<file path="src/rtl/ram_dp_clear.sv">
// Simple dual-port RAM with byte-lane writes, 1- or 2-cycle registered reads and a
// clear engine that sweeps CLEAR_VALUE through every word after reset or on request.
module ram_dp_clear #(
  parameter int                    DATA_WIDTH    = 16,
  parameter int                    ADDRESS_WIDTH = 8,
  parameter int                    DEPTH         = 1 << ADDRESS_WIDTH,
  parameter int                    BYTE_WIDTH    = 8,
  parameter int                    READ_LATENCY  = 1,
  parameter int                    RDW_MODE      = 0,
  parameter logic [DATA_WIDTH-1:0] CLEAR_VALUE   = '0
) (
  input  logic                             clock,
  input  logic                             reset,
  input  logic [ADDRESS_WIDTH-1:0]         write_address,
  input  logic                             Write_Enable,
  input  logic [DATA_WIDTH/BYTE_WIDTH-1:0] Byte_Enable,
  input  logic [DATA_WIDTH-1:0]            DATA_WRITE,
  input  logic [ADDRESS_WIDTH-1:0]         read_address,
  input  logic                             Read_Enable,
  output logic [DATA_WIDTH-1:0]            DATA_READ,
  output logic                             Read_Valid,
  input  logic                             Clear_Request,
  output logic                             Busy
);

  localparam int                     LANES     = DATA_WIDTH / BYTE_WIDTH;
  localparam logic [ADDRESS_WIDTH:0] DEPTH_W   = (ADDRESS_WIDTH + 1)'(DEPTH);
  localparam logic [ADDRESS_WIDTH-1:0] LAST_ADDR = ADDRESS_WIDTH'(DEPTH - 1);

  typedef enum logic [0:0] {
    CLEAR = 1'b0,
    READY = 1'b1
  } state_t;

  state_t                   state_r, state_s;
  logic [ADDRESS_WIDTH-1:0] clr_addr_r, clr_addr_s;
  logic [DATA_WIDTH-1:0]    mem_r [DEPTH];
  logic                     busy_s, wr_accept_s, rd_accept_s;
  logic                     wr_in_range_s, rd_in_range_s;
  logic [DATA_WIDTH-1:0]    old_word_s, rd_word_s;
  logic [DATA_WIDTH-1:0]    rd_data_r;
  logic                     rd_valid_r;

  function automatic logic [DATA_WIDTH-1:0] merge_lanes(
    input logic [DATA_WIDTH-1:0] old_word,
    input logic [DATA_WIDTH-1:0] new_word,
    input logic [LANES-1:0]      lane_en
  );
    logic [DATA_WIDTH-1:0] result;
    result = old_word;
    for (int i = 0; i < LANES; i++) begin
      if (lane_en[i]) begin
        result[i*BYTE_WIDTH +: BYTE_WIDTH] = new_word[i*BYTE_WIDTH +: BYTE_WIDTH];
      end else begin
        result[i*BYTE_WIDTH +: BYTE_WIDTH] = old_word[i*BYTE_WIDTH +: BYTE_WIDTH];
      end
    end
    return result;
  endfunction

  assign wr_in_range_s = ({1'b0, write_address} < DEPTH_W);
  assign rd_in_range_s = ({1'b0, read_address} < DEPTH_W);

  // State register and clear address counter
  always_ff @(posedge clock) begin
    if (reset) begin
      state_r    <= CLEAR;
      clr_addr_r <= '0;
    end else begin
      state_r    <= state_s;
      clr_addr_r <= clr_addr_s;
    end
  end

  // Next-state: sweep to the last word, then wait for a clear request
  always_comb begin
    state_s    = state_r;
    clr_addr_s = clr_addr_r;
    case (state_r)
      CLEAR: begin
        if (clr_addr_r == LAST_ADDR) begin
          state_s    = READY;
          clr_addr_s = '0;
        end else begin
          state_s    = CLEAR;
          clr_addr_s = clr_addr_r + ADDRESS_WIDTH'(1);
        end
      end
      READY: begin
        if (Clear_Request) begin
          state_s    = CLEAR;
          clr_addr_s = '0;
        end else begin
          state_s    = READY;
          clr_addr_s = clr_addr_r;
        end
      end
      default: begin
        state_s    = CLEAR;
        clr_addr_s = '0;
      end
    endcase
  end

  // Output decode: user traffic is only accepted while READY
  always_comb begin
    busy_s      = 1'b0;
    wr_accept_s = 1'b0;
    rd_accept_s = 1'b0;
    case (state_r)
      CLEAR: busy_s = 1'b1;
      READY: begin
        wr_accept_s = Write_Enable & wr_in_range_s & ~reset;
        rd_accept_s = Read_Enable & ~reset;
      end
      default: busy_s = 1'b1;
    endcase
  end

  // Read word selection, including the same-address write bypass
  always_comb begin
    old_word_s = CLEAR_VALUE;
    rd_word_s  = CLEAR_VALUE;
    if (rd_in_range_s) begin
      old_word_s = mem_r[read_address];
    end else begin
      old_word_s = CLEAR_VALUE;
    end
    if ((RDW_MODE == 1) && wr_accept_s && (write_address == read_address)) begin
      rd_word_s = merge_lanes(old_word_s, DATA_WRITE, Byte_Enable);
    end else begin
      rd_word_s = old_word_s;
    end
  end

  // Storage: the clear engine owns the write port while busy
  always_ff @(posedge clock) begin
    if (busy_s) begin
      mem_r[clr_addr_r] <= CLEAR_VALUE;
    end else if (wr_accept_s) begin
      for (int i = 0; i < LANES; i++) begin
        if (Byte_Enable[i]) begin
          mem_r[write_address][i*BYTE_WIDTH +: BYTE_WIDTH] <= DATA_WRITE[i*BYTE_WIDTH +: BYTE_WIDTH];
        end
      end
    end
  end

  generate
    if (READ_LATENCY == 2) begin : g_lat2
      logic [DATA_WIDTH-1:0] pipe_data_r;
      logic                  pipe_valid_r;

      // Two-stage read pipeline; in-flight reads drain even once a clear starts
      always_ff @(posedge clock) begin
        if (reset) begin
          pipe_valid_r <= 1'b0;
          pipe_data_r  <= '0;
          rd_valid_r   <= 1'b0;
          rd_data_r    <= '0;
        end else begin
          pipe_valid_r <= rd_accept_s;
          if (rd_accept_s) pipe_data_r <= rd_word_s;
          rd_valid_r <= pipe_valid_r;
          if (pipe_valid_r) rd_data_r <= pipe_data_r;
        end
      end
    end else begin : g_lat1
      // Single-stage read register; data holds between completions
      always_ff @(posedge clock) begin
        if (reset) begin
          rd_valid_r <= 1'b0;
          rd_data_r  <= '0;
        end else begin
          rd_valid_r <= rd_accept_s;
          if (rd_accept_s) rd_data_r <= rd_word_s;
        end
      end
    end
  endgenerate

  assign DATA_READ  = rd_data_r;
  assign Read_Valid = rd_valid_r;
  assign Busy       = busy_s;

endmodule

</file>
<file path="config.mk">
export PLATFORM = sky130hd
export DESIGN_NAME = ram_dp_clear
export DESIGN_NICKNAME = d
export VERILOG_FILES = /design/src/rtl/ram_dp_clear.sv
export SDC_FILE = /design/constraint.sdc
export NUM_CORES = 2
export LEC_CHECK = 0
export ABC_AREA = 1
export BUFFER_PORTS_ARGS = -buffer_cell sky130_fd_sc_hd__buf_2
export CELL_PAD_IN_SITES_DETAIL_PLACEMENT = 1
export CELL_PAD_IN_SITES_GLOBAL_PLACEMENT = 1
export CORE_MARGIN = 5
export CORE_UTILIZATION = 43
export DETAILED_ROUTE_END_ITERATION = 6
export PLACE_DENSITY = 0.72
export SYNTH_ARGS = -nofsm -noshare
export SYNTH_HDL_FRONTEND = slang
export SYNTH_SLANG_ARGS = --single-unit
export TNS_END_PERCENT = 100
</file>
<file path="constraint.sdc">
create_clock -name clock -period 18.5 [get_ports clock]
set_clock_uncertainty 0.2 [all_clocks]
set_input_delay 0.925 -clock clock [delete_from_list [all_inputs] [get_ports clock]]
set_output_delay 0.925 -clock clock [all_outputs]
set_load 0.01 [all_outputs]
</file>
==> impl_summary.md <==
Outcome
The flow ran to the end, and the final reports show no timing, DRC or antenna violations.

Logic synthesis
In the post-synthesis netlist, the biggest area contributors are sky130_fd_sc_hd__edfxtp_1 (73%), sky130_fd_sc_hd__nand3_1 (12%), sky130_fd_sc_hd__nand2_1 (11%), sky130_fd_sc_hd__clkbuf_1 (1.4%), sky130_fd_sc_hd__nor2_1 (1.2%). After synthesis, the most frequently instantiated cells are sky130_fd_sc_hd__nand2_1 (4779), sky130_fd_sc_hd__edfxtp_1 (4096), sky130_fd_sc_hd__nand3_1 (3906), sky130_fd_sc_hd__clkbuf_1 (643), sky130_fd_sc_hd__nor2_1 (536). Counting every net in the synthesized netlist gives 14500.

The distinct cell type count after synthesis is 27. The main combinational cell family by area after synthesis is simple AND/OR/NAND/NOR gates. After technology mapping, the gate count stands at 14500. The area fraction in and, or, nand and nor cells after synthesis is 23.8%. The adder-cell area share of the yosys netlist is 0.00746%. Each instance of the synthesized netlist takes up on average 11.6 um2. Counting flops with a built-in enable in the synthesized netlist gives 4096. Multiplexer cells account for 0% of the synthesized area. The most frequently used flop master after synthesis is sky130_fd_sc_hd__edfxtp_1.

Counting flops and latches in the post-synthesis netlist gives 4122. The area share of the largest cell type after synthesis is 73.3%. The cell taking the most area after synthesis is sky130_fd_sc_hd__edfxtp_1. The fraction of synthesis flops using an asynchronous set or reset pin is 0%.

The synthesized netlist devotes 0% of its cell area to XOR and XNOR gates. The share of the Yosys chip area taken by registers is 73.6%. Yosys instantiated no cell more often than sky130_fd_sc_hd__nand2_1. The compound-cell area share of the yosys netlist is 0.107%. The count of warnings emitted by yosys is 0.

The netlist area before placement is 0.168 mm2.

Min path
The startpoint identified for the worst hold timing path is DATA_WRITE[2]. The path class of the lowest-slack min-delay path is input port to flop. The number of cells traversed by the worst hold path is 3. The end point of the most critical hold path is mem_r[145][2].

STA
The final critical-path setup slack is 12.81 ns. Setup violations remaining at the end of the flow were counted as 0. The worst path uses 30.8% of the clock period.

The number of hold-slack violations in the final timing report is 0. In the final timing run, aggregate negative setup slack is 0 ns. Measured against its own limit, the worst slew margin works out to 12.1%. Across all hold checks on the routed design, the worst slack comes to 0.202 ns.

Setup repair after global routing left no endpoint under its margin. The slew at the pin closest to its max-slew limit is 1.32 ns. After layout, the minimum clock period comes to 5.69 ns. The maximum clock frequency is 0.176 GHz. The number of max-slew violations in the final report is 0.

GRT
The global-route layer with the greatest usage is met2. The met2 track demand over resource is 41.5%. The overflow left after global routing is 0. In the global route stage, met3 resource usage came out at 4.20%.

The first-pass GRT wire length is 789000 um. The routing usage on met1 is 35.7%. The maximum number of pins on one net before global-route repair is 199. The via count of the first global-routing pass is 119000. The initial antenna violation count is 23. Global routing consumed, over all layers together, 26.0% of the routing resources.

Pwr
The share of total power dissipated in combinational logic is 4.8%. For this design the total switching power over the nets is 4.46 mW. The internal power contribution is 15.1 mW. Of the total power, registers draw 51.8%. After layout, the design draws a total of 19.6 mW.

In this run switching power makes up 22.8% of total power. The power per cell area is 105 mW/mm2. The portion of total power attributed to the clock network is 43.5%. The worst voltage drop across the vdd grid is 0.0755 mV. The reported leakage power is 69.7 nW.

CTS
The tree is rooted in a sky130_fd_sc_hd__clkbuf_16. Counting along the longest clock path gives a buffer depth of 4. CTS saw 4122 sinks. The buffers inserted during post-CTS setup optimization is 0.

The number of H-tree branching levels is 5. The number of clock buffers added by TritonCTS is 434. The post-cts gate resize count is 0. The number of hold-repair buffers added at the cts stage is 2.

The clock tree from TritonCTS is built. The clock latency on the worst-skew pair is 1.01 ns. Clock-pin slew was measured on the worst setup and hold paths at 0.06 ns.

Critical path
STA classifies the critical path endpoint as a flop. The worst-case register-to-register setup slack is 13.62 ns. The startpoint kind of the worst setup timing path is an input port. The worst setup path is of the input port to flop kind. Data arrives at the worst endpoint at 6.46 ns.

The worst register-to-register path ends at mem_r[46][13]. The depth of the worst register-to-register path is 11. The required time of the critical path is 19.27 ns. The worst register-to-register path begins at state_r. In this run the worst path has a maximum fanout of 181.

Routing
After the first detailed-routing iteration, the DRC count stood at 12900. In the final routed layout, each cell accounts on average for 27.2 um. In this run the remaining antenna-violating nets after routing total 0. Using the TritonRoute via totals, the vias-per-cell ratio works out to 5.88.

After detailed routing, the number of remaining DRC violations is 0. The first-pass iteration count of the detailed router is 5. Detailed routing inserted a total of 116000 vias. The total routed wirelength is 536000 um.

Cells and area
At the end of the flow the core is filled with cells to 47.9%. Summing all non-filler instances in the final layout gives an area of 0.186 mm2. The net count of the finished layout is 14200. Of the cells placed in the final design, the portion with a size suffix greater than 1 is 6.28%.

The post-layout instance count excluding filler cells is 19700. Compared with the post-synthesis result, the final layout area differs by 11.0%.

Floorplanning
The core region is 0.389 mm2. Once the floorplan was initialized, standard cells occupied 43.1% of the core. In this run the horizontal extent of the chip is 635 um. The standard-cell row count is 229.

The die is 635 um tall. 57 I/O pins were placed. The total die area is 0.403 mm2.

Place
OpenSTA, run right after detailed placement, puts the worst setup slack at 12.02 ns. In this run the tool buffered the top-level ports with 56 buffer cells. The placed wire-length estimate after detailed placement is 311000 um.

After detailed placement, the design holds a cell count of 18900. The congestion estimate from routability-driven global placement came to 0.824. The placement-stage cell area is 0.173 mm2.

Job
The number of max-cap violations is 0.
[layout by cell type, fill, tap and decap left out, types with 2 or more instances in the layout]
master and n:
sky130_fd_sc_hd__nand2_2 7, sky130_fd_sc_hd__inv_2 8, sky130_fd_sc_hd__clkinv_8 7, sky130_fd_sc_hd__bufinv_16 32
sky130_fd_sc_hd__clkinvlp_4 8, sky130_fd_sc_hd__inv_6 9, sky130_fd_sc_hd__clkbuf_1 105, sky130_fd_sc_hd__nor2_2 2
sky130_fd_sc_hd__clkbuf_16 435, sky130_fd_sc_hd__dlygate4sd3_1 2, sky130_fd_sc_hd__clkinv_2 81, sky130_fd_sc_hd__buf_12 26
sky130_fd_sc_hd__clkinv_16 9, sky130_fd_sc_hd__nand3_1 3906, sky130_fd_sc_hd__inv_8 5, sky130_fd_sc_hd__nand2_1 4779
sky130_fd_sc_hd__or2_0 2, sky130_fd_sc_hd__diode_2 6, sky130_fd_sc_hd__inv_16 2, sky130_fd_sc_hd__nor2_4 47
sky130_fd_sc_hd__clkinv_1 110, sky130_fd_sc_hd__edfxtp_1 4096, sky130_fd_sc_hd__nor2_1 520, sky130_fd_sc_hd__inv_1 30
sky130_fd_sc_hd__buf_2 51, sky130_fd_sc_hd__o21ai_0 5, sky130_fd_sc_hd__buf_4 165, sky130_fd_sc_hd__nand2_4 2
sky130_fd_sc_hd__dfxtp_1 26, sky130_fd_sc_hd__o21ai_2 8, sky130_fd_sc_hd__buf_8 3, sky130_fd_sc_hd__a21oi_1 7
sky130_fd_sc_hd__a21oi_4 2
[worst max-delay path by stage]
stage	from	endpoint	slack, ns	cells past startpoint
CTS	reset	mem_r[46][8]	13.02	14
detailed placement	read_address[0]	DATA_READ[13]	12.02	17
finish	read_address[0]	DATA_READ[13]	12.81	17
global placement	read_address[0]	DATA_READ[13]	11.99	17
global route	read_address[0]	DATA_READ[13]	12.65	17
floorplan	reset	mem_r[0][10]	9.43	7
[critical path, cell delays in order]
cell	delay [ns]
sky130_fd_sc_hd__buf_12	0.17
sky130_fd_sc_hd__inv_8	0.66
sky130_fd_sc_hd__buf_4	0.86
sky130_fd_sc_hd__buf_4	0.77
sky130_fd_sc_hd__buf_12	0.58
sky130_fd_sc_hd__nand2_1	0.14
sky130_fd_sc_hd__nand3_1	0.17
sky130_fd_sc_hd__nand3_1	0.14
sky130_fd_sc_hd__nand3_1	0.14
sky130_fd_sc_hd__nand3_1	0.44
sky130_fd_sc_hd__nand2_1	0.24
sky130_fd_sc_hd__nand2_1	0.11
sky130_fd_sc_hd__nand2_1	0.13
sky130_fd_sc_hd__nand2_1	0.12
sky130_fd_sc_hd__nand3_1	0.15
sky130_fd_sc_hd__nand3_1	0.09
sky130_fd_sc_hd__nand2_1	0.08
[power groups by stage]
stage / logic, mW / clock network [mW] / registers (mW)
3_5_place_dp: 0.914 / 0 / 10.3
5_1_grt: 0.985 / 9.00 / 10.1
6_report: 0.932 / 8.51 / 10.1
4_1_cts: 0.920 / 8.57 / 10.1
3_3_place_gp: 0.903 / 0 / 10.3
2_1_floorplan: 0.541 / 0 / 10.3
[final cells by class]
type	count	area, um2
fill	40400	203000
sequential	4122	124000
multi-input combinational	9295	40300
clock buffer	540	11300
tap	5197	6500
clock inverter	257	2340
timing repair buffer	248	2090
inverter	44	200
antenna	6	15.0
[state kept, by name, summed over array words and instances, names as in the netlist]
signal	count
DATA_READ	16
Read_Valid	1
clr_addr_r	8
mem_r	4096
state_r	1
[kinds of logic (layout without fill, tap and decap cells)]
kind of cell / count (synthesis) / count (layout)
AOI/OAI and AO/OA: 27 / 27
adders and majority gates: 1 / 1
buffers and inverters: 1042 / 1089
DFF: 4122 / 4122
other: 0 / 6
and+or+nand+nor: 9267 / 9267
[routing by layer]
layer	vias up	part of all wire, %	routed length [um]
met2	4830	47	252000
li1	50400	-	-
met5	-	0.0065	35
met1	59700	41	220000
met4	4	4.3	23000
met3	972	7.8	41900
Note: power is estimated with default switching activity, not from simulation.
